[src/rtl/ft2232h_rx_frame_decoder_if.sv]
// FT2232H synchronous 245 FIFO receive pins, seen from the FPGA.
// master = the FT2232H (or its model), slave = the frame decoder.
interface ft2232h_rx_frame_decoder_if;
    logic       rxf_i;   // RXF#, low = data available
    logic [7:0] data_i;  // FT data bus
    logic       oe_o;    // OE#, active low
    logic       rd_o;    // RD#, active low

    modport master (output rxf_i, output data_i, input oe_o, input rd_o);
    modport slave  (input rxf_i, input data_i, output oe_o, output rd_o);
endinterface

[src/rtl/ft2232h_rx_frame_decoder.sv]
// FT2232H sync-FIFO reader plus frame parser:
//   PREAMBLE, channel address, DATA_BYTES payload, optional XOR checksum.
// Accepted payloads land in one of NUM_CHANNELS registers one cycle after
// the final frame byte, with a one-cycle update strobe.
module ft2232h_rx_frame_decoder #(
    parameter int         DATA_BYTES   = 1,
    parameter int         NUM_CHANNELS = 4,
    parameter logic [7:0] PREAMBLE     = 8'hAA,
    parameter bit         CHK_EN       = 1'b1,
    parameter int         TIMEOUT_CYC  = 1024,
    parameter int         ERR_CNT_W    = 8,
    localparam int        CH_W = (NUM_CHANNELS > 1) ? $clog2(NUM_CHANNELS) : 1
) (
    input  logic                                  clk_i,
    input  logic                                  rst_i,
    ft2232h_rx_frame_decoder_if.slave             ft,
    output logic [NUM_CHANNELS*DATA_BYTES*8-1:0]  ch_data_o,
    output logic                                  upd_o,
    output logic [CH_W-1:0]                       upd_ch_o,
    output logic [ERR_CNT_W-1:0]                  err_cnt_o,
    output logic                                  busy_o
);
    localparam int W     = 8 * DATA_BYTES;
    localparam int CNT_W = $clog2(DATA_BYTES) + 1;
    localparam int TO_W  = $clog2(TIMEOUT_CYC) + 1;
    localparam int CHD_W = NUM_CHANNELS * W;

    typedef enum logic [1:0] {BIDLE, BOE, BREAD} bus_e;
    typedef enum logic [1:0] {P_SYNC, P_ADDR, P_DATA, P_CHK} prs_e;

    bus_e               bstate_q, bstate_d;
    logic               oe_q, oe_d, rd_q, rd_d;
    prs_e               pstate_q, pstate_d;
    logic [CH_W-1:0]    addr_q, addr_d;
    logic [7:0]         chk_q, chk_d;
    logic [CNT_W-1:0]   cnt_q, cnt_d;
    logic [W-1:0]       stage_q, stage_d;
    logic               commit_q, commit_d;
    logic [TO_W-1:0]    idle_q, idle_d;
    logic [CHD_W-1:0]   ch_q, ch_d;
    logic               upd_q, upd_d;
    logic [CH_W-1:0]    upd_ch_q, upd_ch_d;
    logic [ERR_CNT_W-1:0] err_q, err_d;
    logic               busy_q, busy_d;
    logic               err_ev;
    logic               acc;

    // A byte is taken only in BREAD with both strobes low and RXF# low.
    assign acc = (bstate_q == BREAD) && !oe_q && !rd_q && !ft.rxf_i;

    // Bus FSM: OE# leads RD# by one turnaround cycle; any RXF# high drops both.
    always_comb begin
        bstate_d = bstate_q;
        oe_d     = oe_q;
        rd_d     = rd_q;
        case (bstate_q)
            BIDLE: if (!ft.rxf_i) begin bstate_d = BOE; oe_d = 1'b0; end
            BOE: begin
                if (!ft.rxf_i) begin bstate_d = BREAD; rd_d = 1'b0; end
                else begin bstate_d = BIDLE; oe_d = 1'b1; end
            end
            BREAD: if (ft.rxf_i) begin bstate_d = BIDLE; oe_d = 1'b1; rd_d = 1'b1; end
            default: begin bstate_d = BIDLE; oe_d = 1'b1; rd_d = 1'b1; end
        endcase
    end

    // Parser FSM: steps on accepted bytes; idle timeout abandons an open frame.
    always_comb begin
        pstate_d = pstate_q;
        addr_d   = addr_q;
        chk_d    = chk_q;
        cnt_d    = cnt_q;
        stage_d  = stage_q;
        commit_d = 1'b0;
        err_ev   = 1'b0;
        idle_d   = idle_q;
        if (acc) begin
            idle_d = '0;
            case (pstate_q)
                P_SYNC: if (ft.data_i == PREAMBLE) pstate_d = P_ADDR;
                P_ADDR: begin
                    if ({1'b0, ft.data_i} < 9'(NUM_CHANNELS)) begin
                        addr_d   = ft.data_i[CH_W-1:0];
                        chk_d    = ft.data_i;
                        cnt_d    = '0;
                        pstate_d = P_DATA;
                    end else begin
                        err_ev   = 1'b1;
                        pstate_d = P_SYNC;
                    end
                end
                P_DATA: begin
                    // first payload byte ends up in the MSBs
                    stage_d = (stage_q << 8) | W'(ft.data_i);
                    chk_d   = chk_q ^ ft.data_i;
                    if (cnt_q == CNT_W'(DATA_BYTES - 1)) begin
                        if (CHK_EN) pstate_d = P_CHK;
                        else begin commit_d = 1'b1; pstate_d = P_SYNC; end
                    end else begin
                        cnt_d = cnt_q + CNT_W'(1);
                    end
                end
                P_CHK: begin
                    if (ft.data_i == chk_q) commit_d = 1'b1;
                    else err_ev = 1'b1;
                    pstate_d = P_SYNC;
                end
                default: pstate_d = P_SYNC;
            endcase
        end else if (pstate_q != P_SYNC) begin
            if (idle_q == TO_W'(TIMEOUT_CYC - 1)) begin
                idle_d   = '0;
                err_ev   = 1'b1;
                pstate_d = P_SYNC;
            end else begin
                idle_d = idle_q + TO_W'(1);
            end
        end else begin
            idle_d = '0;
        end
    end

    // Outputs: commit one cycle after the last byte; errors saturate, +1 max per cycle.
    always_comb begin
        ch_d     = ch_q;
        upd_d    = commit_q;
        upd_ch_d = upd_ch_q;
        err_d    = err_q;
        busy_d   = (pstate_d != P_SYNC);
        if (commit_q) begin
            upd_ch_d = addr_q;
            for (int k = 0; k < NUM_CHANNELS; k++)
                if (addr_q == CH_W'(k)) ch_d[k*W +: W] = stage_q;
        end
        if (err_ev && (err_q != '1)) err_d = err_q + ERR_CNT_W'(1);
    end

    // State and output registers with synchronous active-low reset.
    always_ff @(posedge clk_i) begin
        if (!rst_i) begin
            bstate_q <= BIDLE;
            oe_q     <= 1'b1;
            rd_q     <= 1'b1;
            pstate_q <= P_SYNC;
            addr_q   <= '0;
            chk_q    <= '0;
            cnt_q    <= '0;
            stage_q  <= '0;
            commit_q <= 1'b0;
            idle_q   <= '0;
            ch_q     <= '0;
            upd_q    <= 1'b0;
            upd_ch_q <= '0;
            err_q    <= '0;
            busy_q   <= 1'b0;
        end else begin
            bstate_q <= bstate_d;
            oe_q     <= oe_d;
            rd_q     <= rd_d;
            pstate_q <= pstate_d;
            addr_q   <= addr_d;
            chk_q    <= chk_d;
            cnt_q    <= cnt_d;
            stage_q  <= stage_d;
            commit_q <= commit_d;
            idle_q   <= idle_d;
            ch_q     <= ch_d;
            upd_q    <= upd_d;
            upd_ch_q <= upd_ch_d;
            err_q    <= err_d;
            busy_q   <= busy_d;
        end
    end

    assign ft.oe_o   = oe_q;
    assign ft.rd_o   = rd_q;
    assign ch_data_o = ch_q;
    assign upd_o     = upd_q;
    assign upd_ch_o  = upd_ch_q;
    assign err_cnt_o = err_q;
    assign busy_o    = busy_q;
endmodule

[src/flat_wrapper.sv]
// flat-port wrapper written by rule: the top's interface ports become plain ports
module ft2232h_rx_frame_decoder_flat 
#(
    parameter int         DATA_BYTES   = 1,
    parameter int         NUM_CHANNELS = 4,
    parameter logic [7:0] PREAMBLE     = 8'hAA,
    parameter bit         CHK_EN       = 1'b1,
    parameter int         TIMEOUT_CYC  = 1024,
    parameter int         ERR_CNT_W    = 8,
    localparam int        CH_W = (NUM_CHANNELS > 1) ? $clog2(NUM_CHANNELS) : 1
)
  (clk_i, rst_i, ch_data_o, upd_o, upd_ch_o, err_cnt_o, busy_o, ft_rxf_i, ft_data_i, ft_oe_o, ft_rd_o);
  ft2232h_rx_frame_decoder_if ft_i ();
  input  logic clk_i;
  input  logic rst_i;
  output logic [NUM_CHANNELS*DATA_BYTES*8-1:0] ch_data_o;
  output logic upd_o;
  output logic [CH_W-1:0] upd_ch_o;
  output logic [ERR_CNT_W-1:0] err_cnt_o;
  output logic busy_o;
  input wire logic [$bits(ft_i.rxf_i)-1:0] ft_rxf_i;
  input wire logic [$bits(ft_i.data_i)-1:0] ft_data_i;
  output wire logic [$bits(ft_i.oe_o)-1:0] ft_oe_o;
  output wire logic [$bits(ft_i.rd_o)-1:0] ft_rd_o;
  assign ft_i.rxf_i = ft_rxf_i;
  assign ft_i.data_i = ft_data_i;
  assign ft_oe_o = ft_i.oe_o;
  assign ft_rd_o = ft_i.rd_o;
  ft2232h_rx_frame_decoder #(.DATA_BYTES(DATA_BYTES), .NUM_CHANNELS(NUM_CHANNELS), .PREAMBLE(PREAMBLE), .CHK_EN(CHK_EN), .TIMEOUT_CYC(TIMEOUT_CYC), .ERR_CNT_W(ERR_CNT_W)) u_core (.clk_i(clk_i), .rst_i(rst_i), .ft(ft_i), .ch_data_o(ch_data_o), .upd_o(upd_o), .upd_ch_o(upd_ch_o), .err_cnt_o(err_cnt_o), .busy_o(busy_o));
endmodule
[config.mk]
export PLATFORM = sky130hd
export DESIGN_NAME = ft2232h_rx_frame_decoder_flat
export DESIGN_NICKNAME = d
export VERILOG_FILES = /design/src/rtl/ft2232h_rx_frame_decoder_if.sv /design/src/rtl/ft2232h_rx_frame_decoder.sv /design/src/flat_wrapper.sv
export SDC_FILE = /design/constraint.sdc
export NUM_CORES = 1
export LEC_CHECK = 0
export ABC_AREA = 1
export CORE_MARGIN = 4
export CORE_UTILIZATION = 40
export DETAILED_ROUTE_END_ITERATION = 6
export GPL_TIMING_DRIVEN = 0
export SETUP_SLACK_MARGIN = 0.5
export SYNTH_ARGS = -nofsm -noshare
export SYNTH_HDL_FRONTEND = slang
export SYNTH_SLANG_ARGS = --single-unit
[constraint.sdc]
create_clock -name clk_i -period 2.8 [get_ports clk_i]
set_clock_uncertainty 0.1 [all_clocks]
set_input_delay 0.28 -clock clk_i [delete_from_list [all_inputs] [get_ports clk_i]]
set_output_delay 0.28 -clock clk_i [all_outputs]
set_load 0.02 [all_outputs]
==> results.sh <==
export IMPL_status="finished clean"
export IMPL_drt_total_wl_um=8290
export IMPL_final_area_mm2=0.00431
export IMPL_hp_start="rst_i"
export IMPL_antenna_found_initial=0
export IMPL_rows=33
export IMPL_cts_buffers=9
export IMPL_final_setup_worst_slack_ns=0.965
export IMPL_routedWlPerCell_um=13.4
export IMPL_rsz0062_at_grt="false"
export IMPL_cts_tree="done"
export IMPL_finalNonFillerCells=618
export IMPL_gr_total_overflow=0
export IMPL_worst_path_most_repeated_cell="inv_2"
export IMPL_min_path_type="in -> reg"
export IMPL_path_cells="inv_1 -> ha_1 -> nand3_4 -> nor3_4 -> inv_2 -> nand2_4 -> inv_2 -> o21ai_1 -> a21oi_1"
export IMPL_fmax_ghz=0.545
export IMPL_start_util_pct=41.5
export IMPL_report_power_total_mw=2.09
export IMPL_final_core_util_pct=52.0
export IMPL_syn_num_nets=459
export IMPL_synth_seq_cells=80
export IMPL_cp_num_cells=9
export IMPL_relSlewSlack_pct=65.0
export IMPL_post_cts_resized=0
export IMPL_drc=0
export IMPL_globalplace_congestion=0.838
export IMPL_die_area_mm2=0.0102
export IMPL_worstSetupStartpointType="flop"
export IMPL_synth_cell_type_count=33
export IMPL_antennaDiodeCount=0
export IMPL_critPathKind="reg -> reg"
export IMPL_synthArstFlopShare_pct=0
export IMPL_holdWs_ns=0.166
export IMPL_critical_path_required_ns=2.95
export IMPL_setup_viol=0
export IMPL_synth_cells=442
export IMPL_clk_latency_ns=0.36
export IMPL_hold_viol=0
export IMPL_die_w_um=101
export IMPL_cellLeakagePower_nw=1.60
export IMPL_cellPowerDensity_mw_per_mm2=484
export IMPL_synthFlopType="dfxtp_1"
export IMPL_r2r_start="u_core.bstate_q[0]"
export IMPL_viasPerCell=4.99
export IMPL_cpLargestDelayFamily="simple AND/OR/NAND/NOR gates"
export IMPL_arrival_ns=1.99
export IMPL_clock_path_buffers=2
export IMPL_drive_gt1_share_pct=9.75
export IMPL_hold_path_cell_count=3
export IMPL_synth_edff_count=0
export IMPL_io_pins=57
export IMPL_ir_drop_uv=255
export IMPL_area_growth_pct=25.3
export IMPL_postCtsSetupBuffers=0
export IMPL_slowest_delay_ns=0.33
export IMPL_fin_nets=525
export IMPL_pre_cts_slack_ns=0.757
export IMPL_cts_root_buf="clkbuf_8"
export IMPL_die_y_um=101
export IMPL_grt_max_degree=16
export IMPL_grt_pass1_vias=2965
export IMPL_reg2reg_depth=9
export IMPL_track_usage_pct=17.3
export IMPL_placed_cell_area_mm2=0.00413
export IMPL_end_kind="flop"
export IMPL_yosysWarnings=0
export IMPL_drt_iter0_drc=98
export IMPL_io_buffers=55
export IMPL_timing_critical_path_from="u_core.bstate_q[0]"
export IMPL_grt_pass1_wl_um=14000
export IMPL_place_inst=602
export IMPL_drv_slew=0
export IMPL_synthesis_area_mm2=0.00344
export IMPL_coreArea_mm2=0.00830
export IMPL_synth_area_leaders="dfxtp_1 (47%), a21oi_1 (8.1%), nand2_1 (7.7%)"
export IMPL_clkSinkCount=80
export IMPL_hpwlAfterDp_um=6030
export IMPL_seq_area_frac_synth_pct=46.5
export IMPL_syn_avg_cell_area_um2=7.79
export IMPL_finalCriticalPeriod_ns=1.84
export IMPL_cts_hold_buf=0
export IMPL_htreeDepth=3
export IMPL_synth_area_leader_cell="dfxtp_1"
export IMPL_fin_crit_sh_pct=65.5
export IMPL_synth_top_area_share_pct=46.5
export IMPL_drv_cap=0
export IMPL_crit_path_max_fanout=9
export IMPL_clk_pin_slew_ns=0.09
export IMPL_worst_pin_slew_ns=0.522
export IMPL_cp_slowest_cell="dfxtp_1"
export IMPL_drt_pass1_iter_count=4
export IMPL_fin_setup_tns_ns=0
export IMPL_crit_buf_inv=3
export IMPL_dr_total_vias=3081
export IMPL_ant_nets=0
-- flip-flops by register name (all words and copies together), names as in the netlist --
signal            cells
u_core.chk_q          8
u_core.addr_q         2
u_core.err_cnt_o      8
u_core.commit_q       1
u_core.upd_ch_o       2
u_core.ft.rd_o        1
u_core.ft.oe_o        1
u_core.pstate_q       2
u_core.idle_q        11
u_core.bstate_q       2
u_core.stage_q        8
u_core.busy_o         1
u_core.upd_o          1
u_core.ch_data_o     32
-- synth_stat cells, types with 2 or more instances --
cell and n:
nand2_2 2, nand3_4 2, nor2_1 35, xnor2_1 6, nor3b_1 2, o21ai_0 46
ha_1 6, nand2_4 2, nand2_1 71, inv_1 40, buf_4 3, inv_2 9
a21oi_1 56, nand3_2 3, nand3_1 33, xor2_1 6, dfxtp_1 80, nand4_1 3
buf_2 4, nor3_2 2, a31oi_1 4, nor3_4 2, o211ai_1 2, clkbuf_1 7
o21ai_1 8
-- report_power, final --
part	internal, mW	total [mW]	switching (mW)
clock	0.359	0.833	0.475
combinational	0.0409	0.106	0.0652
sequential	1.14	1.15	0.00690
-- cells by family after synthesis --
group / after synthesis / share of synthesized area [%]
simple gates: 161 / 22.6
compound gates: 118 / 17.7
flops: 80 / 46.5
buf+inv: 65 / 7.96
xor+xnor: 12 / 3.05
fa+ha+maj: 6 / 2.18
-- routing by layer --
layer | wire length [um] | share of wire, % | track usage, % | vias to the layer above
met2 | 3710 | 45 | 25.9 | 69
met1 | 3980 | 48 | 24.2 | 1406
met5 | 0 | 0 | 0 | -
li1 | - | - | - | 1591
met4 | 164 | 2.0 | 6.32 | 0
met3 | 438 | 5.3 | 3.94 | 15
-- tightest hold or removal path, cell delays in order --
cell and delay (ns):
buf_2 0.17, o21ai_1 0.09, a31oi_1 0.04
-- layout by cell type (no fill, tap or decap), drive strengths merged --
| cell type | netlist | routed |
|---|---|---|
| a21oi | 56 | 56 |
| a31oi | 4 | 4 |
| buf | 7 | 7 |
| bufinv | 1 | 1 |
| clkbuf | 7 | 17 |
| clkdlybuf4s50 | 0 | 55 |
| clkinv | 1 | 1 |
| clkinvlp | 0 | 3 |
| dfxtp | 80 | 80 |
| ha | 6 | 6 |
| inv | 49 | 52 |
| nand2 | 75 | 75 |
| nand3 | 38 | 38 |
| nand3b | 1 | 1 |
| nand4 | 3 | 3 |
| nor2 | 37 | 37 |
| nor3 | 5 | 5 |
| nor3b | 2 | 2 |
| o211ai | 2 | 2 |
| o21a | 1 | 1 |
| o21ai | 55 | 55 |
| xnor2 | 6 | 6 |
| xor2 | 6 | 6 |
-- worst paths after layout --
kind                                     endpoint  slack (ns)
worst min register to register  u_core.idle_q[10]        0.35
worst max-delay path              u_core.chk_q[4]        0.96
worst min-delay path              u_core.chk_q[7]        0.17
worst max register to register    u_core.chk_q[4]        0.96
-- cell type report --
type | instances | area [um2]
Sequential cell | 80 | 1600
Clock buffer | 10 | 138
Fill cell | 813 | 3990
Tap cell | 105 | 131
Inverter | 51 | 205
Timing Repair Buffer | 55 | 551
Buffer | 14 | 68.8
Clock inverter | 6 | 51.3
Multi-Input combinational cell | 297 | 1570
Note: power is estimated with default switching activity, not from simulation.
